==> src/rtl/jk_bank_sequencer.sv <==
// rtl/jk_bank_sequencer.sv - command sequencer driving per-bit J/K of a JK register bank
// Drives one bank step per clock edge in EXEC; count/shift steps use live Q feedback.
module jk_bank_sequencer #(
   parameter int WIDTH = 8,
   parameter int CNT_W = 8
) (
   input  logic             clk,
   input  logic             rst_n,
   input  logic             cmd_valid,
   output logic             cmd_ready,
   input  logic [2:0]       cmd_op,
   input  logic [WIDTH-1:0] cmd_data,
   input  logic [CNT_W-1:0] cmd_count,
   input  logic [WIDTH-1:0] q,
   output logic [WIDTH-1:0] j,
   output logic [WIDTH-1:0] k,
   output logic             busy,
   output logic             done
);

   typedef enum logic [1:0] {
      ST_IDLE = 2'd0,
      ST_EXEC = 2'd1,
      ST_DONE = 2'd2
   } state_e;

   localparam logic [2:0] OP_NOP    = 3'b000;
   localparam logic [2:0] OP_CLEAR  = 3'b001;
   localparam logic [2:0] OP_SET    = 3'b010;
   localparam logic [2:0] OP_LOAD   = 3'b011;
   localparam logic [2:0] OP_TOGGLE = 3'b100;
   localparam logic [2:0] OP_CNT_UP = 3'b101;
   localparam logic [2:0] OP_CNT_DN = 3'b110;
   localparam logic [2:0] OP_SHIFT  = 3'b111;

   state_e           state_q, state_d;
   logic [2:0]       op_q, op_d;
   logic [WIDTH-1:0] data_q, data_d;
   logic [CNT_W-1:0] rem_q, rem_d;
   logic [CNT_W-1:0] accept_rem;
   logic [WIDTH-1:0] up_mask, dn_mask, shift_next;

   // Bits that flip on +1 / -1 are exactly the JK toggle masks for counting.
   assign up_mask    = q ^ (q + {{(WIDTH-1){1'b0}}, 1'b1});
   assign dn_mask    = q ^ (q - {{(WIDTH-1){1'b0}}, 1'b1});
   assign shift_next = {q[WIDTH-2:0], data_q[0]};

   always_ff @(posedge clk or negedge rst_n) begin
      if (!rst_n) begin
         state_q <= ST_IDLE;
         op_q    <= OP_NOP;
         data_q  <= '0;
         rem_q   <= '0;
      end else begin
         state_q <= state_d;
         op_q    <= op_d;
         data_q  <= data_d;
         rem_q   <= rem_d;
      end
   end

   always_comb begin
      case (cmd_op)
         OP_NOP:                       accept_rem = '0;
         OP_CNT_UP, OP_CNT_DN, OP_SHIFT: accept_rem = cmd_count;
         default:                      accept_rem = {{(CNT_W-1){1'b0}}, 1'b1};
      endcase
   end

   always_comb begin
      state_d   = state_q;
      op_d      = op_q;
      data_d    = data_q;
      rem_d     = rem_q;
      j         = '0;
      k         = '0;
      cmd_ready = 1'b0;
      busy      = 1'b0;
      done      = 1'b0;
      case (state_q)
         ST_IDLE: begin
            cmd_ready = 1'b1;
            if (cmd_valid) begin
               op_d    = cmd_op;
               data_d  = cmd_data;
               rem_d   = accept_rem;
               state_d = (accept_rem == '0) ? ST_DONE : ST_EXEC;
            end
         end
         ST_EXEC: begin
            busy = 1'b1;
            case (op_q)
               OP_CLEAR:  begin j = '0;          k = '1;           end
               OP_SET:    begin j = '1;          k = '0;           end
               OP_LOAD:   begin j = data_q;      k = ~data_q;      end
               OP_TOGGLE: begin j = data_q;      k = data_q;       end
               OP_CNT_UP: begin j = up_mask;     k = up_mask;      end
               OP_CNT_DN: begin j = dn_mask;     k = dn_mask;      end
               OP_SHIFT:  begin j = shift_next;  k = ~shift_next;  end
               default:   begin j = '0;          k = '0;           end
            endcase
            rem_d = rem_q - {{(CNT_W-1){1'b0}}, 1'b1};
            if (rem_q <= {{(CNT_W-1){1'b0}}, 1'b1}) begin
               state_d = ST_DONE;
            end
         end
         ST_DONE: begin
            busy    = 1'b1;
            done    = 1'b1;
            state_d = ST_IDLE;
         end
         default: begin
            state_d = ST_IDLE;
         end
      endcase
   end

endmodule

==> config.mk <==
export PLATFORM = sky130hd
export DESIGN_NAME = jk_bank_sequencer
export DESIGN_NICKNAME = d
export VERILOG_FILES = /design/src/rtl/jk_bank_sequencer.sv
export SDC_FILE = /design/constraint.sdc
export NUM_CORES = 1
export LEC_CHECK = 0
export CORE_MARGIN = 8
export CORE_UTILIZATION = 50
export DETAILED_ROUTE_END_ITERATION = 7
export PLACE_DENSITY_LB_ADDON = 0.3
export RECOVER_POWER = 25
export SETUP_SLACK_MARGIN = 0.5
export SYNTH_ARGS = -nofsm -noshare
export SYNTH_HDL_FRONTEND = slang
export SYNTH_SLANG_ARGS = --single-unit
==> constraint.sdc <==
create_clock -name clk -period 4.7 [get_ports clk]
set_input_delay 0.94 -clock clk [delete_from_list [all_inputs] [get_ports clk]]
set_output_delay 0.94 -clock clk [all_outputs]
set_load 0.01 [all_outputs]
==> Word level (Yosys, flattened, before mapping) <==
Cells that the tools add are included.
{ "word_totals": {"ff_bits": 21, "inputBits": 30, "out_inout_bits": 19} }
{ "classes": {"addsub": 3, "magnitude_cmp": 1, "n_eq_ne": 14, "mux": 14, "bitwise": 4, "n_reduce_logical": 10} }
{ "ops": {"columns": ["cell", "count"], "rows": [
  ["one-hot mux 8 bit (6 select lines)", 1],
  ["one-hot mux 8 bit (5 select lines)", 1],
  ["one-hot mux 8 bit (2 select lines)", 2],
  ["two-way mux 8 bit", 3],
  ["== test 3 bit, second input constant", 7],
  ["NOT 8 bit", 2],
  ["subtractor 8 x 1 -> 8 bit, second input constant", 2],
  ["XOR 8 bit", 2],
  ["adder 8 x 1 -> 8 bit, second input constant", 1],
  ["less-or-equal comparator 8 x 1 -> 1 bit, second input constant", 1],
  ["zero test 8 bit", 1],
  ["== test 3 x 2 -> 1 bit, second input constant", 2],
  ["two-way mux 2 bit", 3],
  ["AND reduction 2 bit", 3],
  ["inequality test 2 bit, second input constant", 2],
  ["one-hot mux 2 bit (2 select lines)", 1],
  ["OR reduction 2 bit", 2],
  ["== test 3 x 1 -> 1 bit, second input constant", 1],
  ["zero test 3 bit", 1],
  ["two-way mux 1 bit", 3],
  ["OR reduction 3 bit", 1],
  ["== test 2 x 1 -> 1 bit, second input constant", 1],
  ["== test 2 bit, second input constant", 1],
  ["zero test 2 bit", 1],
  ["nonzero test 2 bit", 1]
]} }

==> Depth between registers and ports, before layout <==
{ "depth": {"ltp_word": 7, "depth_mapped": 7, "ltp_nobuf": 6} }

==> Least setup slack after synthesis <==
OpenSTA, ideal clock, no wires.
{ "synth_timing": {"kind": "input to output", "start": "input q[0]", "end": "output j[1]", "arrival_time_ns": 1.960, "t_required_ns": 3.760, "path_slack_ns": 1.800, "cell_stages": 6, "path_buffers": 0, "cell_sequence": "inv_1 -> ha_1 -> xnor2_1 -> mux2i_1 -> nand2_1 -> a31oi_1"} }
{ "synth_between": {"elab_chain_len": 4, "elab_cells_between_ends": 6} }
{ "synth_lines": {"columns": ["item", "line", "text"], "rows": [
  ["start, declared", "14", "input logic [WIDTH-1:0] q,"],
  ["subtractor 8 x 1 -> 8 bit or adder 8 x 1 -> 8 bit (tied branches)", "45, 44", null],
  ["XOR 8 bit (on tied branches)", "45, 44", null],
  ["one-hot mux 8 bit (5 select lines) *", "92", "case (op_q)"],
  ["two-way mux 8 bit *", "80", "case (state_q)"],
  ["end, declared", "15", "output logic [WIDTH-1:0] j,"]
]} }
Mark *: on every way between the ends. The rest lies on a longest branch, timed or not.

==> Worst setup path in the final report <==
{ "layout_timing": {"start": "input q[1]", "end": "output k[1]"} }
{ "layout_between": {"elab_chain_len": 4, "elab_cells_between_ends": 6} }
{ "layout_lines": {"columns": ["item", "line", "text"], "rows": [
  ["subtractor 8 x 1 -> 8 bit or adder 8 x 1 -> 8 bit (tied branches)", "45, 44", null],
  ["XOR 8 bit (on tied branches)", "45, 44", null],
  ["one-hot mux 8 bit (6 select lines) *", "92", null],
  ["two-way mux 8 bit *", "80", null],
  ["end, declared", "16", "output logic [WIDTH-1:0] k,"]
]} }
Marks and branches as above.

==> tab_implementation.tex <==
\begin{tabular}{lr}
\hline
Metric & Value \\
\hline
\multicolumn{2}{l}{\textbf{Die}} \\
\quad Core Box Area & 3914 um2 \\
\quad Die span in y & approximately 79 um \\
\quad Chip Width & roughly 80 um \\
\quad Die area & about 6200 um2 \\
\quad Number of ports placed on the die boundary & between 40 and 50 \\
\quad Num rows & 23 \\
\quad Starting Density & between 50\% and 60\% \\
\multicolumn{2}{l}{\textbf{Detailed routing}} \\
\quad Routed wirelength normalized by instance count & 15.81 um \\
\quad Vias per cell & slightly above 6 \\
\quad Number of violations reported at the end of detailed-routing iteration 0 & $\sim$210 \\
\quad Routed wire length & $\sim$5200 um \\
\quad Post-route DRC violation count & 0 \\
\quad Length of the first detailed-routing pass in iterations & 4 \\
\quad Vias after detailed routing & 2032 \\
\quad Count of nets left with antenna violations after detail routing & 0 \\
\multicolumn{2}{l}{\textbf{Synthesis}} \\
\quad Syn. warnings & 0 \\
\quad Number of standard cells after synthesis & between 200 and 250 \\
\quad Synthesized area per cell & a little over 8 um2 \\
\quad Post-synth top area cell & sky130\_fd\_sc\_hd\_\_dfrtp\_1 \\
\quad Total of flip-flops plus latches after synthesis & 21 \\
\quad Cell area after technology mapping & approximately 2000 um2 \\
\quad Largest cells by area after synthesis & sky130\_fd\_sc\_hd\_\_dfrtp\_1, sky130\_fd\_sc\_hd\_\_mux2\_2, sky130\_fd\_sc\_hd\_\_ha\_1, sky130\_fd\_sc\_hd\_\_nand2\_1, sky130\_fd\_sc\_hd\_\_a21oi\_1 \\
\quad Share of the synthesized area in the top cell type & 26.58\% \\
\quad Async S/R FF share, synth & 100.0\% \\
\quad Number of library cell types mapped by synthesis & 50 \\
\quad Share of synthesized area occupied by flip-flops and latches & 26.58\% \\
\quad Most used DFF post-synth & sky130\_fd\_sc\_hd\_\_dfrtp\_1 \\
\quad Count of flip-flops with a built-in enable after synthesis & 0 \\
\quad Syn\_nets & 283 \\
\multicolumn{2}{l}{\textbf{Setup path}} \\
\quad Nature of the critical path endpoint & output pin \\
\quad Peak per-stage delay on the critical path & $\sim$0.56 ns \\
\quad Worst EP arrival & just over 3 ns \\
\quad Critical Path Fanout Max & 3 \\
\quad CP Buf/Inv Count & 3 \\
\quad FF-to-FF setup slack & roughly 2.6 ns \\
\quad Cell-by-cell trace of the critical path & clkdlybuf4s50\_1, inv\_1, ha\_1, xnor2\_1, mux2i\_1, nand2\_1, a21oi\_1, clkdlybuf4s50\_1 \\
\quad Cell type with the highest occurrence count on the critical path & sky130\_fd\_sc\_hd\_\_clkdlybuf4s50\_1 \\
\quad Setup Crit Path Kind & in -> out \\
\quad Sort of element at the start of the critical path & input pin \\
\quad WP data required & about 3.8 ns \\
\quad CP top delay family & buffers and inverters \\
\quad Slowest cell on the critical path & sky130\_fd\_sc\_hd\_\_clkdlybuf4s50\_1 \\
\multicolumn{2}{l}{\textbf{STA}} \\
\quad Rel. slew slack & between 30\% and 40\% \\
\quad Upper clock frequency limit & 252.4 MHz \\
\quad Number of endpoints with negative hold slack in the final report & 0 \\
\quad Final setup margin & between 0.7 and 0.8 ns \\
\quad Slew Limit Fails & 0 \\
\quad Largest clock skew in the final design & 0.008281 ns \\
\quad Final number of setup-violating endpoints & 0 \\
\quad Least-Margin Pin Slew & 0.9552 ns \\
\quad Clock period minus worst slack & around 4.0 ns \\
\quad Setup repair after global routing missed its margin & false \\
\quad Hold WS & 0.5814 ns \\
\quad Setup total negative slack & 0 ns \\
\quad Share of the clock period used by the worst path & a little over four fifths \\
\multicolumn{2}{l}{\textbf{Clocking}} \\
\quad Clock latency on the worst-skew pair & approximately 0.26 ns \\
\quad Clock transition at the registers of the reported paths & about 0.070 ns \\
\quad Number of buffers on the longest clock path & 2 \\
\quad Clk sink count & 21 \\
\quad Clock tree root driver cell & sky130\_fd\_sc\_hd\_\_clkbuf\_8 \\
\quad Post-CTS Resized & 0 \\
\quad Number of H-tree levels & 1 \\
\quad Number of buffers added to fix hold violations after cts & 0 \\
\quad Clock buffers created by TritonCTS & 3 \\
\quad Setup Fix Bufs, Post-CTS & 0 \\
\quad CTS tree & built \\
\multicolumn{2}{l}{\textbf{Power}} \\
\quad Comb power frac & between 10\% and 20\% \\
\quad Sw power & about 0.078 mW \\
\quad Worst ir drop on vdd & approximately 0.14 mV \\
\quad Power Total & around 0.34 mW \\
\quad Internal Power & between 0.2 and 0.3 mW \\
\quad Share of total power consumed by net switching & 22.73\% \\
\quad Clock network fraction of design power & 33.9\% \\
\quad Register share of total power & around 53\% \\
\quad Leakage Power & 0.9616 nW \\
\quad Power per standard cell area & $\sim$140 nW/um2 \\
\multicolumn{2}{l}{\textbf{Placement}} \\
\quad Sum of net half-perimeters after detailed placement & between 3000 and 4000 um \\
\quad Cell area reported after detailed placement & 2440 um2 \\
\quad Final weighted congestion in routability-driven placement & a little under 0.9 \\
\quad Worst slack at placement & $\sim$0.53 ns \\
\quad Number of input and output port buffers inserted & 47 \\
\quad Placed insts & $\sim$330 \\
\multicolumn{2}{l}{\textbf{Global route}} \\
\quad Via count of the first global-routing pass & $\sim$1900 \\
\quad Pin count of the biggest net entering global routing & 26 \\
\quad Overall Global Routing Usage & $\sim$17\% \\
\quad Global-route wire length before repair & between 8000 and 9000 um \\
\quad Number of antenna violations at the first check in global routing & 0 \\
\quad Global route overflow & 0 \\
\multicolumn{2}{l}{\textbf{Finish}} \\
\quad Layout area overhead & 25.89\% \\
\quad Antenna diodes & 0 \\
\quad Final std cell area, no fill & between 2000 and 2500 um2 \\
\quad Share of cells above drive strength 1 & roughly 9.6\% \\
\quad Final core utilization & 63.59\% \\
\quad Post-route non-filler standard cell count & about 330 \\
\quad Nets & 320 \\
\multicolumn{2}{l}{\textbf{Status}} \\
\quad Run status & completed \\
\multicolumn{2}{l}{\textbf{Flow run}} \\
\quad Max-capacitance violation count & 0 \\
\multicolumn{2}{l}{\textbf{Hold path}} \\
\quad Hold WC Path Type & reg -> reg \\
\hline
\end{tabular}
## cells by family (layout without fill, tap and decap cells)
logic type                 after synthesis  after routing  synth area share [%]
AOI/OAI and AO/OA                       84             84                 28.42
muxes                                   17             17                 9.367
xor gates and xnor gates                 1              1                0.4431
adders and majority gates                8              8                 5.063
DFF                                     21             21                 26.58
buffers and inverters                   33             69                 7.152
and+or+nand+nor                         81             81                 22.97
## cell type report
class	instances	area [um2]
Clock buffer	3	41.29
Clock inverter	1	5.005
Fill cell	367	1425
Inverter	17	63.81
Multi-Input combinational cell	191	1310
Sequential cell	21	525.5
Tap cell	50	62.56
Timing Repair Buffer	48	480.5
## synthesized netlist by cell type, types with 3 or more instances
library cell / number
sky130_fd_sc_hd__nand3_1: 4
sky130_fd_sc_hd__nand2_1: 23
sky130_fd_sc_hd__a22oi_1: 9
sky130_fd_sc_hd__nor2_1: 15
sky130_fd_sc_hd__dfrtp_1: 21
sky130_fd_sc_hd__a22o_1: 8
sky130_fd_sc_hd__nor2b_1: 3
sky130_fd_sc_hd__o2bb2ai_1: 6
sky130_fd_sc_hd__a21oi_1: 16
sky130_fd_sc_hd__clkbuf_1: 5
sky130_fd_sc_hd__buf_2: 8
sky130_fd_sc_hd__nor3_1: 6
sky130_fd_sc_hd__mux2i_1: 5
sky130_fd_sc_hd__nand2b_1: 5
sky130_fd_sc_hd__a31oi_1: 9
sky130_fd_sc_hd__mux2_2: 12
sky130_fd_sc_hd__nor4_1: 4
sky130_fd_sc_hd__inv_1: 17
sky130_fd_sc_hd__ha_1: 8
sky130_fd_sc_hd__nand4_1: 3
sky130_fd_sc_hd__o21ai_1: 3
sky130_fd_sc_hd__o21ai_0: 16
## layer usage
metal	up-vias	GRT usage [%]	wire, um
li1	992	-	-
met1	935	20.55	2173
met2	93	28.50	2583
met3	12	2.483	385
met4	0	6.667	91
met5	-	0	0
## layout by cell type (no fill, tap or decap), types with 3 or more instances in the layout
cell	n
sky130_fd_sc_hd__nor2b_1	3
sky130_fd_sc_hd__dfrtp_1	21
sky130_fd_sc_hd__inv_1	17
sky130_fd_sc_hd__nand3_1	4
sky130_fd_sc_hd__nor3_1	6
sky130_fd_sc_hd__clkbuf_8	3
sky130_fd_sc_hd__a31oi_1	9
sky130_fd_sc_hd__a22oi_1	9
sky130_fd_sc_hd__nor2_1	15
sky130_fd_sc_hd__o21ai_1	3
sky130_fd_sc_hd__nand4_1	3
sky130_fd_sc_hd__nand2_1	23
sky130_fd_sc_hd__a21oi_1	16
sky130_fd_sc_hd__a22o_1	8
sky130_fd_sc_hd__nand2b_1	5
sky130_fd_sc_hd__nor4_1	4
sky130_fd_sc_hd__mux2_2	12
sky130_fd_sc_hd__clkdlybuf4s50_1	45
sky130_fd_sc_hd__ha_1	8
sky130_fd_sc_hd__o2bb2ai_1	6
sky130_fd_sc_hd__mux2i_1	5
sky130_fd_sc_hd__o21ai_0	16
## power by group through the flow
stage               logic, mW  registers, mW  clock network [mW]
global route           0.0513          0.180               0.127
floorplan              0.0112          0.184                   0
finish                 0.0464          0.181               0.117
global placement       0.0469          0.184                   0
detailed placement     0.0471          0.184                   0
CTS                    0.0472          0.180               0.122
## worst paths after layout
check                            from        end  cells past startpoint
hold / removal              data_q[0]  data_q[0]                      1
setup reg to reg           state_q[1]   rem_q[3]                      6
max in group asynchronous       rst_n   rem_q[2]                      1
hold reg to reg             data_q[0]  data_q[0]                      1
setup / recovery                 q[1]       k[1]                      8
min in group asynchronous       rst_n  data_q[3]                      1
## flip-flops by register name (all words and copies together) (netlist names)
name / flops
data_q: 8
op_q: 3
rem_q: 8
state_q: 2
Note: power is estimated with default switching activity, not from simulation.
